`src/rtl/uart_tx_serializer.sv`:
```
// ---------------------------------------------------------------------------
// uart_tx_serializer
//
// Byte-wide UART transmitter. A byte is captured into a one-byte holding
// register by the load strobe and, once started by tx_enable, is sent on
// tx_out as an 8N1 frame: start bit (0), eight data bits LSB first, and a
// stop bit (1). Each bit lasts CLKS_PER_BIT system clocks. The holding
// register stays occupied until the stop bit has finished.
//
// Optional feature (compile-time macro UART_TX_PARITY_EN):
//   When defined, an even-parity bit (XOR of the eight data bits) is
//   inserted between the last data bit and the stop bit, giving 8E1.
//   When undefined, no parity state or parity logic exists.
//
// Upstream handshake (ld_tx_data / tx_empty):
//   A load is accepted on a rising clock edge where ld_tx_data=1 and
//   tx_empty=1; tx_empty reads 0 from the next cycle. A load presented while
//   tx_empty=0 is dropped and tx_overrun pulses for exactly the next cycle.
//   tx_enable only matters in IDLE with a byte held; it has no effect once a
//   frame is on the line.
//
// Parameters:
//   CLKS_PER_BIT  system clocks per UART bit (>= 2)
//   CNT_W         baud counter width (2**CNT_W >= CLKS_PER_BIT)
//
// Ports:
//   clock        system clock, rising edge
//   reset        asynchronous active-high reset
//   ld_tx_data   load strobe for tx_data
//   tx_data      byte to transmit
//   tx_enable    start request, sampled in IDLE only
//   tx_out       serial line, idles high (registered)
//   tx_empty     holding register free
//   tx_busy      a frame is on the line
//   tx_done      one-cycle pulse after the stop bit completes
//   tx_overrun   one-cycle pulse after a rejected load
// ---------------------------------------------------------------------------
module uart_tx_serializer #(
   parameter int CLKS_PER_BIT = 16,
   parameter int CNT_W        = 16
) (
   input  logic       clock,
   input  logic       reset,
   input  logic       ld_tx_data,
   input  logic [7:0] tx_data,
   input  logic       tx_enable,
   output logic       tx_out,
   output logic       tx_empty,
   output logic       tx_busy,
   output logic       tx_done,
   output logic       tx_overrun
);

`ifdef UART_TX_PARITY_EN
   typedef enum logic [2:0] {
      IDLE   = 3'd0,
      START  = 3'd1,
      DATA   = 3'd2,
      PARITY = 3'd3,
      STOP   = 3'd4
   } state_t;
`else
   typedef enum logic [1:0] {
      IDLE  = 2'd0,
      START = 2'd1,
      DATA  = 2'd2,
      STOP  = 2'd3
   } state_t;
`endif

   localparam logic [CNT_W-1:0] LAST_CNT = CNT_W'(CLKS_PER_BIT - 1);

   state_t           state, state_nxt;
   logic [CNT_W-1:0] cnt, cnt_nxt;
   logic [2:0]       idx, idx_nxt;
   logic [7:0]       hold, hold_nxt;
   logic             tx_out_nxt;
   logic             empty_nxt;
   logic             done_nxt;
   logic             overrun_nxt;
   logic             bit_end;
   logic [2:0]       idx_inc;

   // State register. tx_out is registered so the line never glitches and
   // returns high the instant reset is asserted.
   always_ff @(posedge clock or posedge reset) begin
      if (reset) begin
         state      <= IDLE;
         cnt        <= '0;
         idx        <= '0;
         hold       <= '0;
         tx_out     <= 1'b1;
         tx_empty   <= 1'b1;
         tx_done    <= 1'b0;
         tx_overrun <= 1'b0;
      end else begin
         state      <= state_nxt;
         cnt        <= cnt_nxt;
         idx        <= idx_nxt;
         hold       <= hold_nxt;
         tx_out     <= tx_out_nxt;
         tx_empty   <= empty_nxt;
         tx_done    <= done_nxt;
         tx_overrun <= overrun_nxt;
      end
   end

   assign tx_busy = (state != IDLE);
   assign bit_end = (cnt == LAST_CNT);
   assign idx_inc = idx + 3'd1;

   always_comb begin
      state_nxt   = state;
      cnt_nxt     = cnt;
      idx_nxt     = idx;
      hold_nxt    = hold;
      tx_out_nxt  = tx_out;
      empty_nxt   = tx_empty;
      done_nxt    = 1'b0;
      overrun_nxt = 1'b0;

      // Load side. The register only accepts while empty, and it is only
      // emptied by stop-bit completion below, so a frame's byte can never
      // be overwritten while it is on the line.
      if (ld_tx_data) begin
         if (tx_empty) begin
            hold_nxt  = tx_data;
            empty_nxt = 1'b0;
         end else begin
            overrun_nxt = 1'b1;
         end
      end

      case (state)
         IDLE: begin
            cnt_nxt    = '0;
            idx_nxt    = '0;
            tx_out_nxt = 1'b1;
            if (tx_enable && !tx_empty) begin
               state_nxt  = START;
               tx_out_nxt = 1'b0;
            end
         end

         START: begin
            cnt_nxt = bit_end ? '0 : cnt + CNT_W'(1);
            if (bit_end) begin
               state_nxt  = DATA;
               idx_nxt    = '0;
               tx_out_nxt = hold[0];
            end
         end

         DATA: begin
            cnt_nxt = bit_end ? '0 : cnt + CNT_W'(1);
            if (bit_end) begin
               idx_nxt = idx_inc;
               if (idx == 3'd7) begin
`ifdef UART_TX_PARITY_EN
                  state_nxt  = PARITY;
                  tx_out_nxt = ^hold;
`else
                  state_nxt  = STOP;
                  tx_out_nxt = 1'b1;
`endif
               end else begin
                  tx_out_nxt = hold[idx_inc];
               end
            end
         end

`ifdef UART_TX_PARITY_EN
         PARITY: begin
            cnt_nxt = bit_end ? '0 : cnt + CNT_W'(1);
            if (bit_end) begin
               state_nxt  = STOP;
               tx_out_nxt = 1'b1;
            end
         end
`endif

         STOP: begin
            cnt_nxt = bit_end ? '0 : cnt + CNT_W'(1);
            if (bit_end) begin
               state_nxt  = IDLE;
               tx_out_nxt = 1'b1;
               // Release the holding register; a load arriving on this
               // same edge already saw tx_empty=0 and was rejected above.
               empty_nxt  = 1'b1;
               done_nxt   = 1'b1;
            end
         end

         default: begin
            state_nxt  = IDLE;
            cnt_nxt    = '0;
            tx_out_nxt = 1'b1;
         end
      endcase
   end

endmodule

```
`config.mk`:
```
export PLATFORM = sky130hd
export DESIGN_NAME = uart_tx_serializer
export DESIGN_NICKNAME = d
export VERILOG_FILES = /design/src/rtl/uart_tx_serializer.sv
export SDC_FILE = /design/constraint.sdc
export NUM_CORES = 1
export LEC_CHECK = 0
export CELL_PAD_IN_SITES_DETAIL_PLACEMENT = 2
export CELL_PAD_IN_SITES_GLOBAL_PLACEMENT = 2
export CORE_MARGIN = 8
export CORE_UTILIZATION = 37
export DETAILED_ROUTE_END_ITERATION = 10
export GPL_TIMING_DRIVEN = 0
export HOLD_SLACK_MARGIN = 0.08
export PLACE_DENSITY_LB_ADDON = 0.1
export SLEW_MARGIN = 20
export SYNTH_ARGS = -nofsm -noshare
export SYNTH_HDL_FRONTEND = slang
export SYNTH_SLANG_ARGS = --single-unit
```
`constraint.sdc`:
```
create_clock -name clock -period 3.2 [get_ports clock]
set_clock_uncertainty 0.05 [all_clocks]
set_input_delay 0.8 -clock clock [delete_from_list [all_inputs] [get_ports clock]]
set_output_delay 0.8 -clock clock [all_outputs]
set_load 0.01 [all_outputs]
```
==> flow_metrics.tcl, run 1 <==
set metrics [dict create \
    die_area_sq_um 6979 \
    initial_core_util 0.3850 \
    critical_path_required_ns 3.32 \
    seq_area_frac_synth 0.4907 \
    cp_num_cells 6 \
    fin_setup_tns_ns 0 \
    cts_tree "yes" \
    gp_congestion 0.7544 \
    drive_gt1_frac 0.1486 \
    maxSlewHeadroom 0.5075 \
    num_io_pins 17 \
    routed_wl_um 3989 \
    postCtsSetupBuffers 0 \
    htree_levels 2 \
    timing.final.crit_share 0.8328 \
    syn-num-nets 171 \
    grt_pass1_wl_um 6975 \
    critPathCaptureType "flop" \
    antenna_found_initial 0 \
    layout.nets 194 \
    die_h_um 83.54 \
    drt_first_pass_iters 4 \
    fmax_mhz 375.2 \
    vias 1197 \
    start_kind "flop" \
    worstRegToRegCells 6 \
    slowest_stage "nor4_1" \
    synth.cell_area_sq_um 1688 \
    portBuffers 16 \
    overflow 0 \
    yosysWarnings 0 \
    r2r_start "cnt[5]$_DFF_PP0_" \
    drt_iter0_drc 70 \
    r2r_slack_ns 0.54 \
    cts.clk_slew.worst_paths_ns 0.07 \
    clkSinkCount 33 \
    post_drt_via_cell_ratio 5.273 \
    row_count 24 \
    critPathCapture "cnt[9]$_DFF_PP0_" \
    drv_slew 0 \
    wl_per_cell_um 17.57 \
    p_leak_nw 0.8885 \
    cts_inserted_buffers 5 \
    globalRouteTotalUtil 0.1213 \
    worstMarginPinSlew_ns 0.7320 \
    path_delay_family "simple AND/OR/NAND/NOR gates" \
    slowest_delay_ns 0.68 \
    power.total_mw 1.391 \
    cts_hold_buf 0 \
    crit_chain "or4_1, nor4_1, or2_1, clkbuf_1, buf_2, nor2_1" \
    status "complete, no violations" \
    maxCapViolations 0 \
    first_global_vias 1430 \
    finalSetupViolCount 0 \
    rsz0062_at_grt "false" \
    hold_class "reg -> reg" \
    path_class "reg -> reg" \
    ys_ff_latch 33 \
    critPathBufInv 2 \
    reg2reg_to "cnt[9]$_DFF_PP0_" \
    ant_nets 0 \
    grt_max_degree 34 \
    antenna_cells 0 \
    die_x_um 83.54 \
    syn_inst 151 \
    crit_fanout 10 \
    powerDensity_nw_per_um2 690.7 \
    core_area_sq_um 4384 \
    holdWs_ns 0.4101 \
    synthToLayoutAreaGrowth_pct 19.35 \
    post_cts_resized 0 \
    cts.path.max_buffers 2 \
    period_minus_slack_ns 2.665 \
    final_hold_viol_count 0 \
    synth_cell_types 36 \
    insertion_delay_ns 0.28 \
    syn_avg_cell_area_sq_um 11.18 \
    cp.arrival_ns 2.78 \
    ir_worst_vdd_mv 0.2594 \
    drc 0 \
    startpoint "cnt[5]$_DFF_PP0_" \
    dp_hpwl_um 2956 \
    cts-root-buf "clkbuf_8" \
]
==> final cells by class <==
class / count / area, sq um
tap: 52 / 65.06
sequential: 33 / 828.3
buffer: 4 / 16.27
clock inverter: 1 / 5.005
timing repair buffer: 16 / 160.2
clock buffer: 7 / 96.34
inverter: 9 / 33.78
multi-input combinational: 105 / 809.5
fill: 446 / 2370
==> worst min-delay path by stage <==
| stage | startpoint | end | slack, ns | depth (start not counted) |
|---|---|---|---|---|
| 2_1_floorplan | cnt[0]$_DFF_PP0_ | cnt[0]$_DFF_PP0_ | 0.38 | 1 |
| 3_3_place_gp | cnt[0]$_DFF_PP0_ | cnt[0]$_DFF_PP0_ | 0.39 | 1 |
| 3_5_place_dp | cnt[0]$_DFF_PP0_ | cnt[0]$_DFF_PP0_ | 0.41 | 1 |
| 4_1_cts | cnt[0]$_DFF_PP0_ | cnt[0]$_DFF_PP0_ | 0.42 | 1 |
| 5_1_grt | cnt[0]$_DFF_PP0_ | cnt[0]$_DFF_PP0_ | 0.46 | 1 |
| 6_report | cnt[0]$_DFF_PP0_ | cnt[0]$_DFF_PP0_ | 0.41 | 1 |
==> cells by family (layout without fill, tap and decap cells) <==
kind of cell / Yosys count / after routing / share of synthesized area
AO/OA/AOI/OAI: 15 / 15 / 0.07562
adder cells (fa/ha/maj): 8 / 8 / 0.05931
flip-flops: 33 / 33 / 0.4907
AND/OR/NAND/NOR: 54 / 54 / 0.1697
XOR/XNOR: 11 / 11 / 0.05708
buffers and inverters: 13 / 37 / 0.02965
multiplexers: 17 / 17 / 0.1179
==> power by group <==
| part | internal (mW) | switching [mW] | total [mW] |
|---|---|---|---|
| registers | 0.488 | 0.0480 | 0.536 |
| clock network | 0.194 | 0.155 | 0.349 |
| logic | 0.247 | 0.259 | 0.506 |
| total | 0.929 | 0.462 | 1.39 |
==> cells in the mapped netlist, drive strengths merged <==
cell,count,area (sq um)
nand2,9,33.78
mux4,1,22.52
dfrtp,31,775.7
mux2,10,116.4
o31a,2,17.52
and4,1,8.760
o21bai,1,7.510
or4,4,37.53
xor2,4,35.03
nor4,4,25.02
a221oi,1,26.28
ha,8,100.1
and3,2,12.51
a211oi,3,22.52
o21ai,2,10.01
mux2i,6,60.06
clkbuf,3,11.26
or3,4,25.02
nand4,5,31.28
and2,2,12.51
nand3,2,10.01
nor3,3,15.01
o21ba,1,10.01
nor2,15,56.30
buf,1,5.000
a21oi,4,23.77
nor2b,2,12.51
or2,1,6.260
dfstp,2,52.55
inv,9,33.78
xnor2,7,61.31
o32a,1,10.01
==> worst reg2reg max path, cell delays in order (launching register included) <==
cell      delay [ns]
dfrtp_1         0.45
or4_1           0.57
nor4_1          0.68
or2_1           0.19
clkbuf_1        0.25
buf_2           0.29
nor2_1          0.08
==> per-layer routing <==
metal	up-vias	global-route usage	wire, um
met5	-	0	0
met4	0	0.05181	41
met3	5	0.02441	68
met2	7	0.2214	2170
met1	608	0.1316	1708
li1	577	-	-
==> stage by stage <==
| step | worst slack, ns | utilization | instance area [sq um] | cells |
|---|---|---|---|---|
| floorplan | 0.9122 | - | 1688 | 151 |
| global placement | 0.6276 | 0.4364 | 1913 | 219 |
| detailed placement | 0.4605 | 0.4364 | 1913 | 219 |
| CTS | 0.4267 | 0.4595 | 2014 | 227 |
| global route | 0.2932 | 0.4595 | 2014 | 227 |
| finish | 0.5351 | 0.4595 | 2014 | 227 |
==> layout by cell type (no fill, tap or decap), types with 2 or more instances in the layout <==
cell,synthesis,final
nand2_1,9,9
xor2_1,4,4
o31a_1,2,2
dfrtp_1,31,31
nor4_1,4,4
nand4_1,5,5
clkbuf_1,3,3
o21ai_0,2,2
clkbuf_8,0,7
a21oi_1,3,3
nor3_1,3,3
or3_1,4,4
nor2b_1,2,2
mux2_2,8,8
a211oi_1,3,3
or4_4,2,2
inv_1,9,8
and3_1,2,2
mux2i_1,6,6
ha_1,8,8
dfstp_2,2,2
nand3_1,2,2
or4_1,2,2
clkdlybuf4s50_1,0,16
nor2_1,15,15
and2_1,2,2
xnor2_1,7,7
==> state kept, by name, indices dropped and copies added, names as in the netlist <==
name	count
tx_done	1
tx_out	1
hold	8
tx_overrun	1
state	2
idx	3
cnt	16
tx_empty	1
(Power assumes the default switching activity.)
==> run 2, diff against run 1 <==
Settings changed: CORE_UTILIZATION 37 to 33.
Clock period 3.2 ns to 2.4 ns, I/O delays scaled along.
==> flow_metrics.tcl, run 2 (synthesis results as in run 1) <==
set metrics [dict create \
    core_area_sq_um 5010 \
    wl_per_cell_um 16.36 \
    cts_hold_buf 0 \
    first_global_vias 1431 \
    largest_register_ffs 16 \
    final_cell_area_sq_um 2110 \
    cp.arrival_ns 2.53 \
    drv_slew 0 \
    holdPathEnd "cnt[0]$_DFF_PP0_" \
    routed_wl_um 4074 \
    overflow 0 \
    largest_register "cnt" \
    vias 1243 \
    die_area_sq_um 7659 \
    fin_setup_tns_ns -0.002966 \
    path_delay_family "simple AND/OR/NAND/NOR gates" \
    drive_gt1_frac 0.2011 \
    drc 0 \
    die_x_um 87.52 \
    synthToLayoutAreaGrowth_pct 24.98 \
    crit_path_frequent_cell "or4_4" \
    worstMarginPinSlew_ns 0.7195 \
    layout_commonest_cell "dfrtp_1" \
    dp_hpwl_um 3010 \
    powerDensity_nw_per_um2 927.5 \
    holdCritStartpoint "cnt[0]$_DFF_PP0_" \
    worstRegToRegCells 4 \
    num_io_pins 17 \
    post_drt_via_cell_ratio 4.992 \
    insertion_delay_ns 0.29 \
    cp_num_cells 4 \
    route.met3.wl_um 172 \
    status "complete, but fails checks" \
    ant_nets 0 \
    clkSinkCount 33 \
    slowest_stage "or4_4" \
    layout.nets 198 \
    critPathBufInv 0 \
    ir_worst_vdd_mv 0.2636 \
    path_class "reg -> reg" \
    failed_checks "setup timing" \
    reg2reg_to "state[1]$_DFFE_PP0P_" \
    hold_class "reg -> reg" \
    drt_iter0_drc 26 \
    maxSlewHeadroom 0.5197 \
    postLayoutCoreUtil 0.4211 \
    start_kind "flop" \
    timing.final.crit_share 1.001 \
    final_cell_mix "30 x dfrtp_1, 16 x clkdlybuf4s50_1, 15 x nor2_1, 9 x nand2_1" \
    period_minus_slack_ns 2.403 \
    grt_max_degree 34 \
    crit_chain "or4_4, or4_4, a221oi_4, mux2_4" \
    initial_core_util 0.3369 \
    cts_inserted_buffers 5 \
    cts_tree "yes" \
    highest_layer "met4" \
    cts.path.max_buffers 2 \
    critical_path_required_ns 2.53 \
    critPathCaptureType "flop" \
    r2r_slack_ns -0.003 \
    finalSetupViolCount 1 \
    grt_pass1_wl_um 7038 \
    portBuffers 16 \
    row_count 26 \
    layout_setup_ws_ns -0.002966 \
    wl_met1_um 1664 \
    cts-root-buf "clkbuf_8" \
    holdWs_ns 0.4071 \
    wl_met2_um 2190 \
    gp_congestion 0.7639 \
    slowest_delay_ns 0.60 \
    hold_path_depth 1 \
    rsz0062_at_grt "true" \
    placedInstanceArea_sq_um 1936 \
    reg_top3 "cnt (16), hold (8), idx (3)" \
    antenna_found_initial 0 \
    r2r_start "cnt[12]$_DFF_PP0_" \
    fmax_mhz 416.2 \
    globalRouteTotalUtil 0.1199 \
    cts.clk_slew.worst_paths_ns 0.08 \
    drt_first_pass_iters 4 \
    die_h_um 87.52 \
    htree_levels 2 \
    crit_fanout 4 \
    final_hold_viol_count 0 \
    p_leak_nw 0.9170 \
    maxCapViolations 0 \
    dpl_worst_slack_ns -0.2662 \
    antenna_cells 0 \
]
-- run 2: cell types whose count changed in the layout (fill, tap and decap cells not counted), sizes merged --
cell / before / now
buf: 1 / 6
clkbuf: 10 / 9
-- run 2: cell type report --
cell class | count | area (sq um)
well taps | 70 | 87.58
clock buffers | 7 | 96.34
flip-flops and latches | 33 | 829.5
multi-input cells | 105 | 840.8
repair buffers | 22 | 205.2
inverters | 9 | 33.78
clock inverters | 1 | 5.005
plain buffers | 2 | 11.26
fillers | 551 | 2900
-- run 2: metrics by stage --
step	cells	total power, mW
3_5_place_dp	237	1.422
6_report	249	1.957
3_3_place_gp	237	1.371
4_1_cts	245	1.912
5_1_grt	249	2.108
2_1_floorplan	151	1.215
-- run 2: per-layer routing --
metal,global-route usage,up-vias
li1,-,584
met1,0.1205,637
met2,0.2211,17
met3,0.03774,5
met4,0.05156,0
met5,0,-
-- run 2: worst max-delay path by stage --
stage	from	endpoint	slack [ns]
2_1_floorplan	cnt[5]$_DFF_PP0_	state[1]$_DFFE_PP0P_	0.11
3_3_place_gp	cnt[5]$_DFF_PP0_	cnt[10]$_DFF_PP0_	-0.26
3_5_place_dp	cnt[5]$_DFF_PP0_	cnt[6]$_DFF_PP0_	-0.27
4_1_cts	cnt[5]$_DFF_PP0_	idx[0]$_DFFE_PP0P_	0.001
5_1_grt	cnt[12]$_DFF_PP0_	state[1]$_DFFE_PP0P_	-0.04
6_report	cnt[12]$_DFF_PP0_	state[1]$_DFFE_PP0P_	-0.003
-- run 2: repair_timing --
item / 4_1_cts / 5_1_grt
buffers inserted: 0 / 6
setup endpoints to repair: 13 / 14
gates resized for setup: 4 / 3
pin swaps: 1 / 3
-- run 2: where the power goes --
| group | internal (mW) | switching, mW |
|---|---|---|
| Combinational | 0.403 | 0.368 |
| Clock | 0.259 | 0.207 |
| Sequential | 0.650 | 0.0679 |
| Total | 1.31 | 0.644 |
==> run 3, diff against run 2 <==
Settings changed: CTS_CLUSTER_DIAMETER set to 120, SLEW_MARGIN 20 to not set.
==> results of run 3 <==
Final layout, timing and power as in run 2 (identical DEF).
